==> src/rtl/calc_seq.sv <==
// Program sequencer for the 16-bit calculator ALU: stores (op, operand)
// entries, then replays them through the external ALU into the accumulator.
module calc_seq #(
  parameter int DEPTH = 8
) (
  input  logic                     clk,
  input  logic                     btnu,
  input  logic                     btnd,
  input  logic                     btnl,
  input  logic                     btnc,
  input  logic                     btnr,
  input  logic [15:0]              sw,
  input  logic                     start,
  input  logic                     step_mode,
  output logic [2:0]               alu_op,
  output logic [15:0]              alu_a,
  output logic [15:0]              alu_b,
  input  logic [15:0]              alu_result,
  output logic [15:0]              led,
  output logic [$clog2(DEPTH):0]   count,
  output logic                     busy,
  output logic                     done,
  output logic                     full,
  output logic                     ovf
);

  localparam int AW = $clog2(DEPTH);
  localparam int CW = AW + 1;
  localparam logic [CW-1:0] C_ONE  = CW'(1);
  localparam logic [CW-1:0] C_FULL = CW'(DEPTH);
  localparam logic [AW-1:0] P_ONE  = AW'(1);

  typedef enum logic [1:0] {
    S_LOAD,
    S_RUN,
    S_WAIT,
    S_DONE
  } state_t;

  state_t        r_state;
  state_t        w_next;
  logic [18:0]   r_buf [DEPTH];
  logic [CW-1:0] r_count;
  logic [AW-1:0] r_rd_ptr;
  logic [15:0]   r_acc;
  logic          r_ovf;
  logic          r_btnd_q;
  logic          r_start_q;

  logic          w_btnd_e;
  logic          w_start_e;
  logic          w_go;
  logic          w_adv;
  logic          w_store;
  logic          w_restart;
  logic          w_reject;
  logic          w_last;
  logic          w_active;
  logic          w_full;
  logic [AW-1:0] w_wr_addr;
  logic [18:0]   w_rd_entry;

  assign w_btnd_e   = btnd & ~r_btnd_q;
  assign w_start_e  = start & ~r_start_q;
  assign w_full     = (r_count == C_FULL);
  assign w_last     = ({1'b0, r_rd_ptr} == (r_count - C_ONE));
  assign w_active   = (r_state == S_RUN) || (r_state == S_WAIT);
  assign w_rd_entry = r_buf[r_rd_ptr];

  always_ff @(posedge clk or posedge btnu) begin
    if (btnu) begin
      r_state <= S_LOAD;
    end else begin
      r_state <= w_next;
    end
  end

  // start always beats a coincident btnd edge in LOAD and DONE
  always_comb begin
    w_next    = r_state;
    w_go      = 1'b0;
    w_adv     = 1'b0;
    w_store   = 1'b0;
    w_restart = 1'b0;
    w_reject  = 1'b0;
    w_wr_addr = r_count[AW-1:0];
    case (r_state)
      S_LOAD: begin
        if (w_start_e && (r_count != '0)) begin
          w_go = 1'b1;
        end else if (w_btnd_e) begin
          if (w_full) w_reject = 1'b1;
          else        w_store  = 1'b1;
        end
      end
      S_RUN: begin
        w_adv = 1'b1;
        if (w_last) w_next = S_DONE;
      end
      S_WAIT: begin
        if (w_start_e) begin
          w_adv = 1'b1;
          if (w_last) w_next = S_DONE;
        end
      end
      S_DONE: begin
        if (w_start_e) begin
          w_go = 1'b1;
        end else if (w_btnd_e) begin
          w_restart = 1'b1;
          w_wr_addr = '0;
          w_next    = S_LOAD;
        end
      end
      default: w_next = S_LOAD;
    endcase
    if (w_go) w_next = step_mode ? S_WAIT : S_RUN;
  end

  always_ff @(posedge clk) begin
    if (w_store || w_restart) begin
      r_buf[w_wr_addr] <= {btnl, btnc, btnr, sw};
    end
  end

  always_ff @(posedge clk or posedge btnu) begin
    if (btnu) begin
      r_acc     <= '0;
      r_rd_ptr  <= '0;
      r_count   <= '0;
      r_ovf     <= 1'b0;
      r_btnd_q  <= 1'b0;
      r_start_q <= 1'b0;
    end else begin
      r_btnd_q  <= btnd;
      r_start_q <= start;
      if (w_go) begin
        r_acc    <= '0;
        r_rd_ptr <= '0;
      end else if (w_adv) begin
        r_acc    <= alu_result;
        r_rd_ptr <= r_rd_ptr + P_ONE;
      end
      if (w_store)   r_count <= r_count + C_ONE;
      if (w_restart) r_count <= C_ONE;
      if (w_reject)  r_ovf   <= 1'b1;
      if (w_restart) r_ovf   <= 1'b0;
    end
  end

  assign alu_op = w_active ? w_rd_entry[18:16] : 3'b000;
  assign alu_b  = w_active ? w_rd_entry[15:0] : 16'h0000;
  assign alu_a  = r_acc;
  assign led    = r_acc;
  assign count  = r_count;
  assign busy   = w_active;
  assign done   = (r_state == S_DONE);
  assign full   = w_full;
  assign ovf    = r_ovf;

endmodule

==> config.mk <==
export PLATFORM = sky130hd
export DESIGN_NAME = calc_seq
export DESIGN_NICKNAME = d
export VERILOG_FILES = /design/src/rtl/calc_seq.sv
export SDC_FILE = /design/constraint.sdc
export NUM_CORES = 1
export LEC_CHECK = 0
export CAP_MARGIN = 40
export CORE_MARGIN = 3
export CORE_UTILIZATION = 49
export DETAILED_ROUTE_END_ITERATION = 16
export PLACE_DENSITY = 0.79
export SLEW_MARGIN = 5
export SYNTH_ARGS = -nofsm -noshare
export SYNTH_HDL_FRONTEND = slang
export SYNTH_SLANG_ARGS = --single-unit
==> constraint.sdc <==
create_clock -name clk -period 2.8 [get_ports clk]
set_input_delay 0.56 -clock clk [delete_from_list [all_inputs] [get_ports clk]]
set_output_delay 0.56 -clock clk [all_outputs]
set_load 0.02 [all_outputs]
# After elaboration in Yosys (flattened, before gate mapping)
# Memories as Yosys holds them, arrays and structs flattened.
# Cells that the tools add are included.
word_totals:
  ff_bits: 28
  ramBits: 152
  out_inout_bits: 59
  memories: 1
classes:
  n_addsub: 3
  n_eq_ne: 8
  muxes: 37
  bitwise: 4
  n_reduce_logical: 10
memory_table:
  columns: ["memory", "depth", "width", "rd", "rd_ports_with_merged_regs", "write_ports", "line_no", "rtl"]
  rows:
  - ["r_buf", 8, 19, 1, 0, 1, "42", "logic [18:0] r_buf [DEPTH];"]
op_table:
  columns: ["cell", "count"]
  rows:
  - ["$mux W16", 3]
  - ["$mux W3", 6]
  - ["$mux W1", 17]
  - ["$mux W2", 6]
  - ["$mux W4", 2]
  - ["$reduce_bool A4 Y1", 2]
  - ["$pmux W2 S3", 1]
  - ["$reduce_bool A2 Y1", 3]
  - ["$add A4 B1 Y4 const B", 1]
  - ["$eq A2 B2 Y1 const B", 2]
  - ["$eq A3 B4 Y1", 1]
  - ["$eq A4 B4 Y1 const B", 1]
  - ["$pmux W1 S2", 2]
  - ["$reduce_and A4 Y1", 1]
  - ["$sub A4 B1 Y4 const B", 1]
  - ["$add A3 B1 Y3 const B", 1]
  - ["$ne A3 B1 Y1 const B", 1]
  - ["$ne A3 B2 Y1 const B", 1]
  - ["$ne A3 B3 Y1 const B", 1]
  - ["$and A1 B1 Y1", 2]
  - ["$eq A2 B1 Y1 const B", 1]
  - ["$logic_not A2 Y1", 1]
  - ["$logic_or A1 B1 Y1", 2]
  - ["$not A1 Y1", 2]
  - ["$logic_and A1 B1 Y1", 1]

# Depth between registers and ports, before layout
depth:
  word_depth: 8
  ltp_mapped: 8

# Least setup slack after synthesis
# No wires, ideal clock.
synth_timing:
  kind: "input-to-reg"
  startpoint: "input port start"
  endpoint: "memory r_buf[4][0] (enable)"
  setup_time_ns: 0.419
  arrival_ns: 2.726
  t_required_ns: 2.381
  path_slack_ns: -0.345
  path_stages: 4
  path_cell_list: "nor2b_1 -> clkbuf_1 -> or4_1 -> nor3_1"
synth_between:
  elab_chain_cells: 7
  elab_cells_between_ends: 11
synth_rtl:
  columns: ["item", "line_no", "rtl"]
  rows:
  - ["start, declared", "13", "input logic start,"]
  - ["$and A1 B1 Y1 *", "64", "assign w_start_e = start & ~r_start_q;"]
  - ["$logic_and A1 B1 Y1", "89", "if (w_start_e && (r_count != '0)) begin"]
  - ["$mux W1", "89", null]
  - ["$mux W1", "87", "case (r_state)"]
  - ["$logic_or A1 B1 Y1", "121", "if (w_store || w_restart) begin"]
  - ["$mux W1", "121", null]
  - ["$mux W1 (not written as such)", "122", "r_buf[w_wr_addr] <= {btnl, btnc, btnr, sw};"]
  - ["end, declared", "42", null]
# Every way passes the cells marked *; elsewhere a longest branch is shown, timed or not.

# Worst setup path in the final report
layout_timing:
  startpoint: "register r_rd_ptr[0]"
  endpoint: "output port alu_b[3]"
layout_between:
  elab_chain_cells: 2
layout_rtl:
  columns: ["item", "line_no", "rtl"]
  rows:
  - ["start, declared", "44", "logic [AW-1:0] r_rd_ptr;"]
  - ["start signal, assigned", "142", "r_rd_ptr <= r_rd_ptr + P_ONE;"]
  - ["$mem_v2 Z8 W19", null, null]
  - ["$mux W16", "152", "assign alu_b = w_active ? w_rd_entry[15:0] : 16'h0000;"]
  - ["end, declared", "17", "output logic [15:0] alu_b,"]
# No other way between the ends.

==> results.sh <==
export IMPL_status="finished clean"
export IMPL_use_met2_pct=30.21
export IMPL_regToRegStartpoint="count[1]$_DFFE_PP0P_"
export IMPL_die_w_um=129.1
export IMPL_leakage_nw=3.385
export IMPL_synth_distinct_cells=37
export IMPL_grt_met1_usage_pct=25.24
export IMPL_fmax_ghz=0.3678
export IMPL_instances_no_fill=715
export IMPL_synth_area_leaders="edfxtp_1 61%, mux4_2 12%, dfrtp_1 9.4%"
export IMPL_max_cap_violations=0
export IMPL_netlist_area_mm2=0.007422
export IMPL_tightest_slew_ns=0.4972
export IMPL_clk_pin_slew_ns=0.06
export IMPL_grt_pass1_vias=4031
export IMPL_peakVddDrop_v=0.0007189
export IMPL_ys_seq_elements=180
export IMPL_yosysWarnings=0
export IMPL_cts_tree="built"
export IMPL_cp_max_fo=12
export IMPL_dp_cells=677
export IMPL_maxSlewHeadroom_pct=66.78
export IMPL_io_buffer_count=98
export IMPL_use_met3_pct=5.812
export IMPL_grt_start_max_net_pins=35
export IMPL_hold_path_class="input pin to asynchronous set/reset pin"
export IMPL_avgViaCountPerCell=5.400
export IMPL_final_seq_area_mm2=0.005266
export IMPL_numClockSinks=180
export IMPL_via_count=3861
export IMPL_grt_use_total_pct=18.75
export IMPL_area_growth_pct=25.86
export IMPL_pwr_density_cell_mw_per_mm2=1044
export IMPL_finalCritPeriodShare_pct=97.11
export IMPL_ys_seq_area_share_pct=70.94
export IMPL_clkLatencyLatePin_ns=0.43
export IMPL_avgSynthCellArea_um2=18.28
export IMPL_cp_cell_sequence="buf_4, buf_16, mux4_2, mux2i_1, nor2b_1, clkdlybuf4s15_1"
export IMPL_worst_ep_required_time_ns=2.24
export IMPL_dr_pass1_iters=4
export IMPL_wire_per_inst_um=20.32
export IMPL_yosysTopAreaCell="edfxtp_1"
export IMPL_ctsRootBufferMaster="clkbuf_16"
export IMPL_clock_skew_final_ns=0.01175
export IMPL_die_h_um=129.1
export IMPL_grt_busiest_layer="met2"
export IMPL_max_stage_delay_ns=0.51
export IMPL_n_antenna_cell=0
export IMPL_initial_core_util_pct=50.49
export IMPL_rsz0062_at_grt="false"
export IMPL_rows=44
export IMPL_drcViolationCount=0
export IMPL_start_kind="flip-flop"
export IMPL_overflow=0
export IMPL_syn_nets=454
export IMPL_nNetsFinal=566
export IMPL_htree_levels=4
export IMPL_setup_viol=0
export IMPL_critPathKind="flip-flop to primary output"
export IMPL_utilization_pct=63.55
export IMPL_ant_nets=0
export IMPL_syn_inst=406
export IMPL_critPathSlowestCell="mux4_2"
export IMPL_critPathLaunch="r_rd_ptr[0]$_DFFE_PP0P_"
export IMPL_hpwl_um=8795
export IMPL_multi_input_comb_area_mm2=0.001922
export IMPL_drtIter0Drc=294
export IMPL_die_area_mm2=0.01666
export IMPL_drive_gt1_share_pct=21.85
export IMPL_hold_viol=0
export IMPL_p_total_mw=9.755
export IMPL_routed_wl_um=14530
export IMPL_fill_cells=983
export IMPL_cts_buffers=17
export IMPL_finalSetupTns_ns=0
export IMPL_grt_antenna_before_repair=0
export IMPL_ios=99
export IMPL_cp_end_kind="primary output"
export IMPL_place_congestion=0.7627
export IMPL_finalCriticalPeriod_ns=2.719
export IMPL_drv_slew=0
export IMPL_core_area_mm2=0.01470
export IMPL_grt_pass1_wl_um=22810
export IMPL_synth_top_area_share_pct=61.50
export IMPL_cts_buffer_depth=2
export IMPL_cts_hold_buf=0
export IMPL_arrival_ns=2.16
-- critical path, delay by kind of cell, from the launching register on --
| kind | cells | cell delay [ns] |
|---|---|---|
| multiplexers | 2 | 0.66 |
| buffers and inverters | 3 | 0.60 |
| flip-flops | 1 | 0.40 |
| AND/OR/NAND/NOR | 1 | 0.06 |
-- flip-flops by register name (all words and copies together), names as in the netlist --
signal and flops:
alu_a 16, count 4, ovf 1, r_btnd_q 1
r_buf 152, r_rd_ptr 3, r_start_q 1, r_state 2
-- cell families (layout without fill, tap and decap cells) --
logic type	Yosys count	after routing	share of synthesized area (%)
XOR/XNOR	8	8	1.045
buffers and inverters	44	169	3.422
multiplexers	76	76	16.67
flip-flops	180	180	70.94
AO/OA/AOI/OAI	14	14	1.467
adder cells (fa/ha/maj)	8	8	1.349
AND/OR/NAND/NOR	76	76	5.108
-- cell usage after synthesis, drive strengths merged --
library cell and number:
and3b 2, a32o 1, a41o 1, a211o 2
clkbuf 6, nand3b 2, mux4 38, ha 8
nor2b 21, nor3 2, o2111ai 1, nand2b 2
nand2 8, xnor2 3, nand4 1, or3b 1
nand3 2, o21ai 2, o21a 3, o21bai 1
and2 1, mux2i 37, a211oi 1, inv 8
or4 1, a21oi 2, mux2 1, nor2 33
edfxtp 152, buf 30, xor2 5, dfrtp 28
-- power breakdown --
group | switching (mW) | internal (mW)
Clock | 1.05 | 1.25
Sequential | 0.155 | 3.15
Combinational | 2.12 | 2.03
Total | 3.32 | 6.44
-- what timing repair did --
item,4_1_cts,5_1_grt
resized for setup,26,20
buffers inserted,2,3
endpoints found under the setup margin,19,13
gates cloned,1,0
-- routing by layer --
metal  up-vias  part of all wire, %  wire, um
met3        11                  8.3      1208
met5         -                    0         0
met2       161                   50      7333
met1      1917                   40      5829
li1       1772                    -         -
met4         0                  1.1       155
-- area by class of cell --
| class | instances | area share (%) |
|---|---|---|
| clock buffers | 17 | 4.554 |
| flip-flops and latches | 180 | 56.38 |
| repair buffers | 129 | 14.13 |
| well taps | 184 | 2.465 |
| clock inverters | 15 | 1.581 |
| inverters | 8 | 0.3215 |
| multi-input cells | 182 | 20.57 |
-- placed cells by master, fill, tap and decap left out, types with 2 or more instances in the layout --
cell type / count
edfxtp_1: 152
clkdlybuf4s50_1: 78
mux4_2: 38
mux2i_1: 35
nor2_1: 33
dfrtp_1: 27
nor2b_1: 21
buf_4: 20
clkbuf_16: 17
buf_12: 10
nand2_1: 8
inv_1: 8
ha_1: 7
dlygate4sd2_1: 6
clkbuf_2: 6
clkdlybuf4s15_1: 5
xor2_1: 4
inv_8: 4
o21a_1: 3
xnor2_1: 3
clkinv_4: 3
nand2b_1: 2
and3b_1: 2
nand3b_1: 2
mux2i_2: 2
nand3_1: 2
a21oi_1: 2
a211o_1: 2
clkinvlp_4: 2
inv_6: 2
clkinv_2: 2
-- path summary, 6_finish.rpt --
path | endpoint | slack, ns | cells after the start
hold / removal | alu_a[0]$_DFFE_PP0P_ | 0.50 | 3
setup / recovery | alu_b[3] | 0.08 | 6
min in group clk | ovf$_DFFE_PP0P_ | 0.52 | 2
hold reg to reg | ovf$_DFFE_PP0P_ | 0.52 | 2
setup reg to reg | r_buf[2][12]$_DFFE_PP_ | 0.62 | 7
max in group asynchronous | r_rd_ptr[0]$_DFFE_PP0P_ | 2.02 | 3
-- through the flow --
step / area, um2 / hold WS, ns / setup slack, ns
6_report: 9341 / 0.4964 / 0.08097
5_1_grt: 9341 / 0.5560 / 0.0002607
4_1_cts: 9320 / 0.4960 / 0.002635
3_5_place_dp: 8720 / 0.5210 / 0.1751
3_3_place_gp: 8720 / 0.4987 / 0.2183
2_1_floorplan: 7427 / 0.5669 / -0.1951
(Power assumes the default switching activity.)
